## src/rtl/fetch_queue_pkg.sv

```systemverilog
// Shared types for the fetch queue: ibus request/response, FIFO entry format,
// fetch FSM states, the reset PC and a saturating adder used by the optional stats.
package fetch_queue_pkg;

  localparam logic [63:0] FETCH_RESET_PC = 64'h8000_0000;

  typedef enum logic [1:0] {
    NOERROR        = 2'd0,
    INSTR_MISALIGN = 2'd1
  } fetch_error_t;

  typedef struct packed {
    logic         valid;
    logic [31:0]  instr;
    logic [63:0]  pc;
    fetch_error_t error;
  } fetch_data_t;

  typedef struct packed {
    logic        valid;
    logic [63:0] addr;
  } ibus_req_t;

  typedef struct packed {
    logic [31:0] data;
    logic        data_ok;
  } ibus_resp_t;

  typedef enum logic [1:0] {
    IDLE = 2'd0,
    REQ  = 2'd1,
    DROP = 2'd2
  } fetch_state_t;

  function automatic logic [63:0] sat_add(input logic [63:0] a, input logic [63:0] b);
    logic [64:0] sum;
    sum = {1'b0, a} + {1'b0, b};
    return sum[64] ? '1 : sum[63:0];
  endfunction

endpackage

```

## src/rtl/fetch_fifo.sv

```systemverilog
// Generic DEPTH-entry FIFO of fetch_data_t with synchronous clear; the head is a
// combinational view of the oldest entry. DEPTH must be a power of two.
module fetch_fifo
  import fetch_queue_pkg::*;
#(
  parameter int DEPTH = 4
) (
  input  logic                     clk,
  input  logic                     reset,
  input  logic                     clear,
  input  logic                     push,
  input  fetch_data_t              din,
  input  logic                     pop,
  output fetch_data_t              head,
  output logic [$clog2(DEPTH):0]   count
);

  localparam int AW = $clog2(DEPTH);
  localparam logic [AW:0] FULL_COUNT = (AW+1)'(DEPTH);

  fetch_data_t    mem [DEPTH];
  logic [AW-1:0]  wr_ptr;
  logic [AW-1:0]  rd_ptr;
  logic           do_push;
  logic           do_pop;

  assign do_pop  = pop && (count != '0);
  assign do_push = push && ((count != FULL_COUNT) || do_pop);
  assign head    = mem[rd_ptr];

  // Storage has no reset; only the pointers and count define what is live.
  always_ff @(posedge clk) begin
    if (do_push && !clear) begin
      mem[wr_ptr] <= din;
    end
  end

  always_ff @(posedge clk or negedge reset) begin
    if (!reset) begin
      wr_ptr <= '0;
      rd_ptr <= '0;
      count  <= '0;
    end else if (clear) begin
      wr_ptr <= '0;
      rd_ptr <= '0;
      count  <= '0;
    end else begin
      if (do_push) begin
        wr_ptr <= wr_ptr + AW'(1);
      end
      if (do_pop) begin
        rd_ptr <= rd_ptr + AW'(1);
      end
      case ({do_push, do_pop})
        2'b10:   count <= count + (AW+1)'(1);
        2'b01:   count <= count - (AW+1)'(1);
        default: count <= count;
      endcase
    end
  end

endmodule

```

## src/rtl/fetch_queue.sv

```systemverilog
// Sequential-PC fetch stage with one outstanding ibus request and a DEPTH-entry
// instruction FIFO. Optional counters are enabled with the FETCH_STATS_EN macro.
module fetch_queue
  import fetch_queue_pkg::*;
#(
  parameter int          DEPTH       = 4,
  parameter logic [63:0] RESET_PC    = FETCH_RESET_PC,
  parameter int          INSTR_BYTES = 4
) (
  input  logic        clk,
  input  logic        reset,
  input  logic        flushall,
  input  logic [63:0] csrpc,
  input  logic        branch,
  input  logic [63:0] jump,
  input  logic        stop,
  output ibus_req_t   ireq,
  input  ibus_resp_t  iresp,
  output fetch_data_t dataF,
  output logic        stopf
`ifdef FETCH_STATS_EN
  ,
  output logic [63:0] stat_fetched,
  output logic [63:0] stat_dropped,
  output logic [63:0] stat_stall
`endif
);

  localparam int CW = $clog2(DEPTH) + 1;

  fetch_state_t  state;
  logic [63:0]   pc;
  logic          halted;
  logic          req_valid;
  logic [63:0]   req_addr;

  logic          redirect;
  logic [63:0]   redirect_pc;
  logic          has_space;
  logic          misaligned;
  logic          push;
  logic          pop;
  fetch_data_t   push_data;
  fetch_data_t   head;
  logic [CW-1:0] count;

  assign redirect    = flushall | branch;
  assign redirect_pc = flushall ? csrpc : jump;
  assign has_space   = count < CW'(DEPTH);
  assign misaligned  = pc[1:0] != 2'b00;
  assign pop         = (count != '0) && !stop;

  // A redirect flushes the FIFO, so nothing may be pushed on that cycle.
  always_comb begin
    push      = 1'b0;
    push_data = '0;
    if (!redirect) begin
      if (state == REQ && iresp.data_ok) begin
        push      = 1'b1;
        push_data = '{valid: 1'b1, instr: iresp.data, pc: pc, error: NOERROR};
      end else if (state == IDLE && !halted && has_space && misaligned) begin
        push      = 1'b1;
        push_data = '{valid: 1'b1, instr: 32'h0, pc: pc, error: INSTR_MISALIGN};
      end
    end
  end

  fetch_fifo #(
    .DEPTH (DEPTH)
  ) u_fifo (
    .clk   (clk),
    .reset (reset),
    .clear (redirect),
    .push  (push),
    .din   (push_data),
    .pop   (pop),
    .head  (head),
    .count (count)
  );

  // A response landing on the redirect cycle ends the bus transaction, so the
  // FSM returns to IDLE instead of waiting in DROP for a second data_ok.
  always_ff @(posedge clk or negedge reset) begin
    if (!reset) begin
      state     <= IDLE;
      pc        <= RESET_PC;
      halted    <= 1'b0;
      req_valid <= 1'b0;
      req_addr  <= '0;
    end else if (redirect) begin
      pc     <= redirect_pc;
      halted <= 1'b0;
      if ((state == REQ || state == DROP) && !iresp.data_ok) begin
        state <= DROP;
      end else begin
        state     <= IDLE;
        req_valid <= 1'b0;
      end
    end else begin
      case (state)
        IDLE: begin
          if (!halted && has_space) begin
            if (misaligned) begin
              halted <= 1'b1;
            end else begin
              state     <= REQ;
              req_valid <= 1'b1;
              req_addr  <= pc;
            end
          end
        end
        REQ: begin
          if (iresp.data_ok) begin
            pc        <= pc + 64'(INSTR_BYTES);
            state     <= IDLE;
            req_valid <= 1'b0;
          end
        end
        DROP: begin
          if (iresp.data_ok) begin
            state     <= IDLE;
            req_valid <= 1'b0;
          end
        end
        default: begin
          state     <= IDLE;
          req_valid <= 1'b0;
        end
      endcase
    end
  end

  assign ireq.valid = req_valid;
  assign ireq.addr  = req_addr;
  assign stopf      = (count == '0);

  always_comb begin
    dataF       = head;
    dataF.valid = (count != '0);
  end

`ifdef FETCH_STATS_EN
  logic [63:0] dropped_now;

  always_comb begin
    dropped_now = '0;
    if (redirect) begin
      dropped_now = 64'(count);
    end
    if (req_valid && iresp.data_ok && (state == DROP || redirect)) begin
      dropped_now = dropped_now + 64'd1;
    end
  end

  always_ff @(posedge clk or negedge reset) begin
    if (!reset) begin
      stat_fetched <= '0;
      stat_dropped <= '0;
      stat_stall   <= '0;
    end else begin
      if (push && push_data.error == NOERROR) begin
        stat_fetched <= sat_add(stat_fetched, 64'd1);
      end
      stat_dropped <= sat_add(stat_dropped, dropped_now);
      if (req_valid && !iresp.data_ok) begin
        stat_stall <= sat_add(stat_stall, 64'd1);
      end
    end
  end
`endif

endmodule

```

## config.mk

```make
export PLATFORM = sky130hd
export DESIGN_NAME = fetch_queue
export DESIGN_NICKNAME = d
export VERILOG_FILES = /design/src/rtl/fetch_queue_pkg.sv /design/src/rtl/fetch_fifo.sv /design/src/rtl/fetch_queue.sv
export SDC_FILE = /design/constraint.sdc
export NUM_CORES = 1
export LEC_CHECK = 0
export CAP_MARGIN = 20
export CORE_MARGIN = 8
export CORE_UTILIZATION = 55
export CTS_CLUSTER_SIZE = 24
export DETAILED_ROUTE_END_ITERATION = 12
export GPL_TIMING_DRIVEN = 0
export PLACE_DENSITY_LB_ADDON = 0.15
export SLEW_MARGIN = 20
export SYNTH_ARGS = -nofsm -noshare
export SYNTH_HDL_FRONTEND = slang
export SYNTH_SLANG_ARGS = --single-unit
```

## constraint.sdc

```tcl
create_clock -name clk -period 6.6 [get_ports clk]
set_clock_uncertainty 0.2 [all_clocks]
set_input_delay 0.66 -clock clk [delete_from_list [all_inputs] [get_ports clk]]
set_output_delay 0.66 -clock clk [all_outputs]
set_load 0.02 [all_outputs]
```

==> impl_metrics.env, run 1 <==
export IMPL_tightest_slew_ns=1.05
export IMPL_routed_wl_mm=67.6
export IMPL_ys_warn_count=0
export IMPL_overflow=0
export IMPL_clockBufferDepth=3
export IMPL_vias=15600
export IMPL_synth_top_area_share_pct=51.6
export IMPL_multiInputGateArea_um2=6980
export IMPL_globalplace_congestion=0.931
export IMPL_drt_iter0_drc=1796
export IMPL_min_period_ns=4.74
export IMPL_avgSynthCellArea_um2=14.8
export IMPL_postCtsSetupBuffers=0
export IMPL_yosys_top_cells_area="edfxtp_1 (52%), dfrtp_1 (15%), mux4_2 (9.7%)"
export IMPL_cts_buffers=53
export IMPL_syn_instance_count=1524
export IMPL_initial_core_util_pct=55.6
export IMPL_tritoncts="built"
export IMPL_synthTopCellsByCount="edfxtp_1 (388), dfrtp_1 (138), mux4_2 (97), nand2_1 (94)"
export IMPL_synth_seq_area_share_pct=67.0
export IMPL_cap_viol_max_count=0
export IMPL_drive_gt1_share_pct=14.3
export IMPL_final_util_pct=70.5
export IMPL_synth_most_common_cell="edfxtp_1"
export IMPL_die_y_um=219
export IMPL_synth_edf_count=388
export IMPL_setup_ws_ns=1.86
export IMPL_slew_violations=0
export IMPL_ir_worst_vdd_v=0.000271
export IMPL_cts_root_buffer="clkbuf_16"
export IMPL_seq_area_um2=15100
export IMPL_arrival_ns=3.88
export IMPL_worst_skew_pair_late_latency_ns=0.60
export IMPL_synth_area_um2=22600
export IMPL_crit_type="register to output port"
export IMPL_place_ws_ns=1.77
export IMPL_drc=0
export IMPL_async_reset_ff_share_pct=26.4
export IMPL_rows=74
export IMPL_end_kind="output port"
export IMPL_die_area_um2=47800
export IMPL_ys_ff_latch=527
export IMPL_hp_class="register to register"
export IMPL_p_leak_uw=0.0101
export IMPL_maxSlewHeadroom_pct=29.9
export IMPL_cp_max_fo=10
export IMPL_syn_nets=1698
export IMPL_worstSetupStartpointType="register"
export IMPL_outcome="finished, final reports clean"
export IMPL_fill_cells=2748
export IMPL_power_uw=8830
export IMPL_grt_pass1_vias=15800
export IMPL_die_x_um=219
export IMPL_io_buffers=326
export IMPL_setup_tns_ns=0
export IMPL_coreArea_um2=40600
export IMPL_ys_types=65
export IMPL_antenna_found_initial=3
export IMPL_post_cts_resized=0
export IMPL_grt_max_degree=75
export IMPL_finalHoldViolations=0
export IMPL_grt_use_total_pct=28.0
export IMPL_routed_via_density=6.25
export IMPL_synth_top_area_cell="edfxtp_1"
export IMPL_finalSetupViolCount=0
export IMPL_postRouteAntennaNets=0
export IMPL_power_density_nw_per_um2=308
export IMPL_h_tree_depth=2
export IMPL_pin_count=331
export IMPL_synth_ff_type="edfxtp_1"
export IMPL_syn_to_final_growth_pct=26.8
export IMPL_grt_setup_unrepaired="no"
export IMPL_post_route_period_util_pct=71.9
export IMPL_fmax_mhz=211
export IMPL_firstDrtPassIters=6
export IMPL_wl_per_cell_um=27.1
export IMPL_clock_sinks=527
export IMPL_crit_required_ns=5.74
export IMPL_grt_pass1_wl_mm=99.0
export IMPL_nets=2089
export IMPL_clk_pin_slew_ns=0.06
export IMPL_dp_hpwl_mm=47.2
final cells by class:
cell class                 count  area share, %
multi-input combinational    875           24.4
clock buffer                  67           5.07
clock inverter                31           1.39
inverter                      14          0.184
sequential                   527           52.8
timing repair buffer         336           12.3
buffer                       108           1.52
antenna                        1        0.00874
tap                          532           2.32
metal layers:
layer	vias to the layer above	wire length (µm)	share of wire [%]	track usage, %
li1	6676	-	-	-
met1	7893	26400	39	37.0
met2	859	31400	46	43.1
met3	152	6920	10	7.67
met4	0	2900	4.3	12.8
met5	-	0	0	0
where the power goes:
part,internal [µW],switching [µW]
sequential,3850,202
clock,1910,1250
combinational,768,854
total,6520,2310
critical path, stage by stage (launching register included):
cell	delay (ns)
dfrtp_1	0.32
clkbuf_1	0.66
buf_2	0.45
buf_1	0.68
mux4_2	0.60
clkdlybuf4s50_1	0.57
registers in the layout, indices dropped and copies added, names as in the netlist:
| register | count |
|---|---|
| u_fifo.wr_ptr | 2 |
| u_fifo.mem | 388 |
| halted | 1 |
| pc | 64 |
| req_addr | 64 |
| u_fifo.count | 3 |
| state | 2 |
| req_valid | 1 |
| u_fifo.rd_ptr | 2 |
repair_timing:
item | 4_1_cts | 5_1_grt
hold buffers | 1 | 0
endpoints found under the setup margin | 0 | 0
endpoints found under the hold margin | 64 | 0
placed cells by master (no fill, tap or decap), drive strengths merged, types with 9 or more instances in the layout:
master	n
and3	51
a31oi	14
nand3	34
mux4	97
clkbuf	146
clkinv	19
mux2	59
or3	25
nand2	94
buf	39
and2	76
nor2	84
xor2	10
nor3	25
o21ai	84
nor4	10
and4	11
edfxtp	388
nand4	27
inv	15
a21oi	66
dfrtp	138
bufinv	9
clkdlybuf4s50	325
kinds of logic (layout without fill, tap and decap cells):
family / count (synthesis) / in the layout / synth area share, %
other: 1 / 2 / 0.0166
AND/OR/NAND/NOR: 461 / 461 / 10.8
AO/OA/AOI/OAI: 227 / 227 / 6.03
XOR/XNOR: 15 / 15 / 0.582
multiplexers: 163 / 163 / 12.9
adder cells (fa/ha/maj): 8 / 8 / 0.476
flip-flops: 527 / 527 / 67.0
buffers and inverters: 122 / 556 / 2.16
worst paths after layout:
path / cells after the start / from / slack [ns] / to
max: 5 / u_fifo.rd_ptr[0]$_DFFE_PN0P_ / 1.86 / dataF[94]
min: 2 / req_addr[30]$_DFFE_PN0P_ / 0.28 / req_addr[30]$_DFFE_PN0P_
max reg2reg: 11 / state[1]$_DFFE_PN0P_ / 2.31 / u_fifo.mem[1][38]$_DFFE_PP_
min reg2reg: 2 / req_addr[30]$_DFFE_PN0P_ / 0.28 / req_addr[30]$_DFFE_PN0P_
max in group asynchronous: 3 / reset / 4.94 / pc[5]$_DFFE_PN0P_
min in group asynchronous: 2 / reset / 0.40 / req_addr[39]$_DFFE_PN0P_
stage by stage:
stage                     std cells  area (µm²)  hold WS [ns]
after global routing           2491       28600         0.318
final                          2491       28600         0.280
after CTS                      2490       28600         0.285
after global placement         2382       26500         0.263
after floorplan                1524       22600         0.164
after detailed placement       2391       26800         0.272
No activity file was read; power rests on OpenSTA's default activity.
==> run 2: changes to the inputs <==
Clock period 6.6 ns to 4.92 ns, I/O delays scaled along.
==> results of run 2 <==
The final DEF is identical to that of run 1. Status: finished, final reports clean.
Among the figures that moved: setup slack after placement 1.77 ns -> 0.257 ns; setup slack after layout 1.86 ns -> 0.344 ns; hold slack 0.280 ns -> 0.233 ns; register-to-register setup slack 2.31 ns -> 0.63 ns; total power 8830 µW -> 11800 µW; worst IR drop on VDD 0.000271 V -> 0.000364 V
